<file path="config.mk">
export PLATFORM = sky130hd
export DESIGN_NAME = sum_accumulator
export DESIGN_NICKNAME = d
export VERILOG_FILES = /design/src/rtl/sum_accumulator.sv
export SDC_FILE = /design/constraint.sdc
export NUM_CORES = 1
export LEC_CHECK = 0
export ABC_CLOCK_PERIOD_IN_PS = 2600
export CAP_MARGIN = 20
export CELL_PAD_IN_SITES_DETAIL_PLACEMENT = 0
export CELL_PAD_IN_SITES_GLOBAL_PLACEMENT = 2
export CORE_UTILIZATION = 36
export DETAILED_ROUTE_END_ITERATION = 7
export DONT_BUFFER_PORTS = 1
export PLACE_DENSITY = 0.85
export REMOVE_ABC_BUFFERS = 1
export SLEW_MARGIN = 20
export SYNTH_ARGS = -nofsm -noshare
export SYNTH_HDL_FRONTEND = slang
export SYNTH_SLANG_ARGS = --single-unit
export TNS_END_PERCENT = 5
</file>
<file path="constraint.sdc">
create_clock -name clk -period 2.6 [get_ports clk]
set_clock_uncertainty 0.15 [all_clocks]
set_input_delay 0.78 -clock clk [delete_from_list [all_inputs] [get_ports clk]]
set_output_delay 0.78 -clock clk [all_outputs]
set_load 0.03 [all_outputs]
</file>
<file path="src/rtl/sum_accumulator.sv">
// sum_accumulator: accepts a start request with a beat count, adds that many
// unsigned K-bit operands into an accumulator, then holds the sum plus a
// sticky carry-out flag until the consumer takes it.
//
// Handshake: a transfer happens on a rising edge where valid and ready are
// both 1. The input side uses in_valid/in_ready and the output side uses
// out_valid/out_ready. A producer holding valid must keep its data stable
// until the transfer. Ready may depend on state only, never on valid.
//
// Optional feature: define ACC_SATURATE_EN to clamp the accumulator to
// all-ones on carry-out. Leave it undefined to wrap modulo 2^K. In both
// builds, the ovf flag records the carry.
module sum_accumulator #(
    parameter int K     = 8,
    parameter int CNT_W = 4
) (
    input  logic             clk,
    input  logic             rst_n,
    input  logic             start,
    input  logic [CNT_W-1:0] len,
    input  logic             in_valid,
    input  logic [K-1:0]     in_data,
    output logic             in_ready,
    output logic             out_valid,
    input  logic             out_ready,
    output logic [K-1:0]     out_sum,
    output logic             out_ovf,
    output logic             busy
);

    typedef enum logic [1:0] {
        IDLE  = 2'd0,
        ACCUM = 2'd1,
        DONE  = 2'd2
    } state_t;

    state_t           state;
    state_t           state_next;
    logic [K-1:0]     acc;
    logic             ovf;
    logic [CNT_W-1:0] cnt;
    logic [K:0]       sum_ext;
    logic             beat;

    // A beat is one accepted operand. sum_ext keeps the carry in bit K.
    assign beat    = in_valid && in_ready;
    assign sum_ext = {1'b0, acc} + {1'b0, in_data};

    // The result registers are always visible, including while idle.
    assign out_sum = acc;
    assign out_ovf = ovf;

    // State register.
    always_ff @(posedge clk or negedge rst_n) begin
        if (!rst_n) begin
            state <= IDLE;
        end else begin
            state <= state_next;
        end
    end

    // Next-state logic. start is honoured only in IDLE.
    always_comb begin
        state_next = state;
        case (state)
            IDLE: begin
                if (start) begin
                    state_next = (len == '0) ? DONE : ACCUM;
                end
            end
            ACCUM: begin
                if (beat && (cnt == CNT_W'(1))) begin
                    state_next = DONE;
                end
            end
            DONE: begin
                if (out_ready) begin
                    state_next = IDLE;
                end
            end
            default: state_next = IDLE;
        endcase
    end

    // Output decode. All outputs depend on state only.
    always_comb begin
        in_ready  = 1'b0;
        out_valid = 1'b0;
        busy      = 1'b1;
        case (state)
            IDLE:    busy      = 1'b0;
            ACCUM:   in_ready  = 1'b1;
            DONE:    out_valid = 1'b1;
            default: busy      = 1'b0;
        endcase
    end

    // Datapath. Clear acc and ovf on start, then add one operand per beat.
    always_ff @(posedge clk or negedge rst_n) begin
        if (!rst_n) begin
            acc <= '0;
            ovf <= 1'b0;
            cnt <= '0;
        end else if ((state == IDLE) && start) begin
            acc <= '0;
            ovf <= 1'b0;
            cnt <= len;
        end else if (beat) begin
            cnt <= cnt - CNT_W'(1);
            ovf <= ovf | sum_ext[K];
`ifdef ACC_SATURATE_EN
            // Once clamped, acc stays all-ones: any further non-zero add
            // carries again and re-clamps, and adding zero leaves it there.
            acc <= sum_ext[K] ? {K{1'b1}} : sum_ext[K-1:0];
`else
            acc <= sum_ext[K-1:0];
`endif
        end
    end

endmodule

</file>
# Word level (Yosys, flattened, before mapping)
# Cells that the tools add are included.
# totals
inputBits	17
regBits	15
# classes
n_eq_ne	6
n_mux	14
bitwise	1
reduce_logical	8
n_addsub	2
# op_table
operator	n
$mux W8	2
$add A8 B8 Y9	1
$mux W2	4
$mux W4	2
$ne A2 B2 Y1 const B	3
$pmux W2 S3	1
$mux W1	5
$eq A4 B1 Y1 const B	1
$logic_not A4 Y1	1
$sub A4 B1 Y4 const B	1
$logic_and A1 B1 Y1	3
$reduce_and A3 Y1	1
$eq A2 B1 Y1 const B	1
$eq A2 B2 Y1 const B	1
$logic_not A2 Y1	1
$reduce_bool A2 Y1	1
$reduce_or A2 Y1	1
$or A1 B1 Y1	1

# Depth between registers and ports, before layout
# depth
ltp_word	6
depth_mapped	7
depth_no_buf	7

# Worst setup path after synthesis
# Ideal clock, no wire load.
# synth_path
path_kind	input -> register
start	input port in_data[0]
end	register acc[6], in the netlist out_sum[6]
arrival_time_ns	2.181
setup_slack_ns	0.159
n_path_buf	0
setup_ns	0.110
cell_stages	7
cell_sequence	ha_1 -> inv_1 -> fa_1 -> and2b_1 -> o2111ai_1 -> and4_1 -> o41ai_1
# synth_between
elab_chain_cells	3
# synth_rtl
item	line_no	text
start, declared	22	input logic [K-1:0] in_data,
$add A8 B8 Y9	47	assign sum_ext = {1'b0, acc} + {1'b0, in_data};
$mux W8	108	end else if (beat) begin
$mux W8	104	end else if ((state == IDLE) && start) begin
end signal, assigned	116	acc <= sum_ext[K-1:0];
end, declared	39	logic [K-1:0] acc;
# Every way passes these cells. The select of a mux whose other input is x is not followed.
# A chain may end at the register's enable or synchronous reset.

# Worst setup path in the final report
# Same ends and word-level chain as after synthesis.

==> flow_summary_export.csv <==
group,metric,value,unit
critical_path,start_kind,"input pin",
detailed_routing,drt_wl_total,2.43,mm
layout,area_delta_synth_final,8.55,%
critical_path,path_max_fanout,3,
place,place.gp.congestion,0.739,
critical_path,path_buf_inv,1,
synth,synth_top_area_share,34.2,%
clock_network,clkSlewWorstSetupHoldPaths,100,ps
synth,avgSynthCellArea,8.85,um^2
layout,fillers,288,
timing,post-route-period-util,89.3,%
layout,drive_gt1_share,6.92,%
critical_path,path_delay_family,"adder cells",
die,dieArea,3270,um^2
synth,seq_area_frac_synth,34.2,%
detailed_routing,drt_iter0_drc,36,
global_route,grt_pass1_wl,4.22,mm
layout,layout_common_cells,"15 x dfrtp_1, 13 x ha_1, 12 x inv_1",
global_route,grt_start_max_net_pins,16,
synth,ys.flop_type,"dfrtp_1",
detailed_routing,antenna_left,0,
global_route,grtUsageTotal,16.8,%
clock_network,cts_sinks,15,
synth,yosys.area.top_type,"dfrtp_1",
critical_path,crit_path_top_delay_cell,"fa_1",
place,numPortBuffers,0,
layout,antenna_cells,0,
critical_path,slowest_delay,370,ps
timing,fmax,0.431,GHz
die,start_util,38.8,%
detailed_routing,num_vias,917,
layout,final_common_cell,"dfrtp_1",
timing,tns,0,ps
global_route,antenna_found_initial,0,
timing,worst_slew_pin_slew,480,ps
clock_network,tritoncts,"yes",
clock_network,root_buffer,"clkbuf_4",
die,ios,29,
synth,ys_seq_elements,15,
die,die_h,57.2,um
pwr,powerDensity,1120,nW/um^2
place,pre_cts_ws,5.84,ps
die,core,2830,um^2
timing,drv_slew,0,
timing,max_slew_margin,68.0,%
run_status,violations,"DRC",
clock_network,clock_latency,290,ps
critical_path,cp.required,2630,ps
synth,syn_area,1100,um^2
timing,hold_ws,39.6,ps
global_route,gr-total-overflow,0,
synth,synth-edff-count,0,
run_status,status,"finished, violations left",
run,maxCapViolations,0,
timing,layout_setup_ws,278,ps
critical_path,critPathArrivalTime,2360,ps
critical_path,end_kind,"register",
hold_path,hold_path.class,"input pin to asynchronous set/reset pin",
clock_network,cts_buffers,3,
place,dp_hpwl,1.92,mm
detailed_routing,vias_per_cell,5.70,
synth,syn_inst,124,
timing,hold_viol_final,0,
synth,synth_top_cells_by_area,"dfrtp_1 34%, ha_1 15%, a21oi_1 5.0%",
timing,final-setup-viol-count,0,
clock_network,h-tree-depth,1,
synth,synth_warnings,0,
pwr,power.leakage,0.549,nW
clock_network,cts_resized,0,
critical_path,crit_type,"input pin to register",
detailed_routing,post_drt_wl_per_cell,15.1,um
timing,grt_setup_unrepaired,"no",
detailed_routing,dr.pass1.iters,6,
die,die_width,57.2,um
clock_network,clock_path_buffers,2,
synth,synthArstFlopShare,100,%
die,rows,19,
critical_path,path_cells,"ha_1 > inv_1 > fa_1 > and2b_1 > o2111ai_1 > and4_1 > o41ai_1",
global_route,grt_pass1_vias,921,
layout,nets,162,
detailed_routing,remaining_drc_errors,2,
pwr,ir_drop,0.356,mV
timing,fin_crit,2320,ps
synth,synth_cell_types,42,
logic make-up (layout without fill, tap and decap cells):
family / count (synthesis) / count (layout) / synth area share, %
compound gates: 36 / 36 / 21.3
buf+inv: 15 / 21 / 5.13
simple gates: 39 / 39 / 18.6
fa+ha+maj: 14 / 14 / 16.6
flops: 15 / 15 / 34.2
mux: 1 / 1 / 0.912
xor+xnor: 4 / 4 / 3.19
area by class of cell:
type	count	area [um^2]	share of cell area (%)
flip-flops and latches	15	375	31.5
repair buffers	5	40.0	3.36
inverters	12	45.0	3.78
multi-input cells	94	666	55.9
well taps	31	38.8	3.26
clock buffers	4	26.3	2.21
sequential cells by signal, summed over array words and instances, names as in the netlist:
| register | cells |
|---|---|
| out_sum | 8 |
| out_ovf | 1 |
| cnt | 4 |
| state | 2 |
worst paths after layout:
path	endpoint	depth (start not counted)	slack, ps	from
min reg2reg	cnt[3]$_DFFE_PN0P_	2	420	cnt[3]$_DFFE_PN0P_
min in group clk	cnt[3]$_DFFE_PN0P_	2	420	cnt[3]$_DFFE_PN0P_
max in group asynchronous	state[0]$_DFFE_PN0P_	1	1390	rst_n
min	out_sum[0]$_DFFE_PN0P_	0	40	rst_n
max	out_sum[6]$_DFFE_PN0P_	7	280	in_data[0]
max reg2reg	out_sum[6]$_DFFE_PN0P_	6	300	out_sum[1]$_DFFE_PN0P_
per-stage QoR:
step / utilization (%) / std cells / power, W / cell area [um^2]
3_5_place_dp: 40.8 / 156 / 0.00121 / 1150
2_1_floorplan: - / 121 / 0.00104 / 1090
5_1_grt: 42.1 / 161 / 0.00148 / 1190
6_report: 42.1 / 161 / 0.00134 / 1190
3_3_place_gp: 40.8 / 156 / 0.00120 / 1150
4_1_cts: 41.8 / 160 / 0.00135 / 1180
what timing repair did:
action,in CTS,in global routing
setup buffers,0,0
hold buffers,0,1
endpoints found under the hold margin,0,7
cell usage after synthesis (2+ instances only):
master / n
a2111oi_0: 2
nor4_1: 3
ha_1: 13
xor2_1: 2
nor2_1: 10
a211oi_1: 2
inv_1: 12
nand3_1: 3
dfrtp_1: 15
a21oi_1: 11
o21ai_0: 8
clkbuf_1: 3
nand2_1: 10
xnor2_1: 2
report_power, final:
part           switching [W]  internal [W]  total (W)
combinational       0.000420      0.000285   0.000704
clock              0.0000748     0.0000595   0.000134
sequential          0.000167      0.000331   0.000499
total               0.000662      0.000675    0.00134
metal layers:
metal	GRT usage [%]	routed length, um	vias to the layer above
li1	-	-	462
met2	30.4	1210	21
met5	0	0	-
met4	3.14	14	0
met3	4.99	97	2
met1	19.6	1110	432
Note: power is estimated with default switching activity, not from simulation.
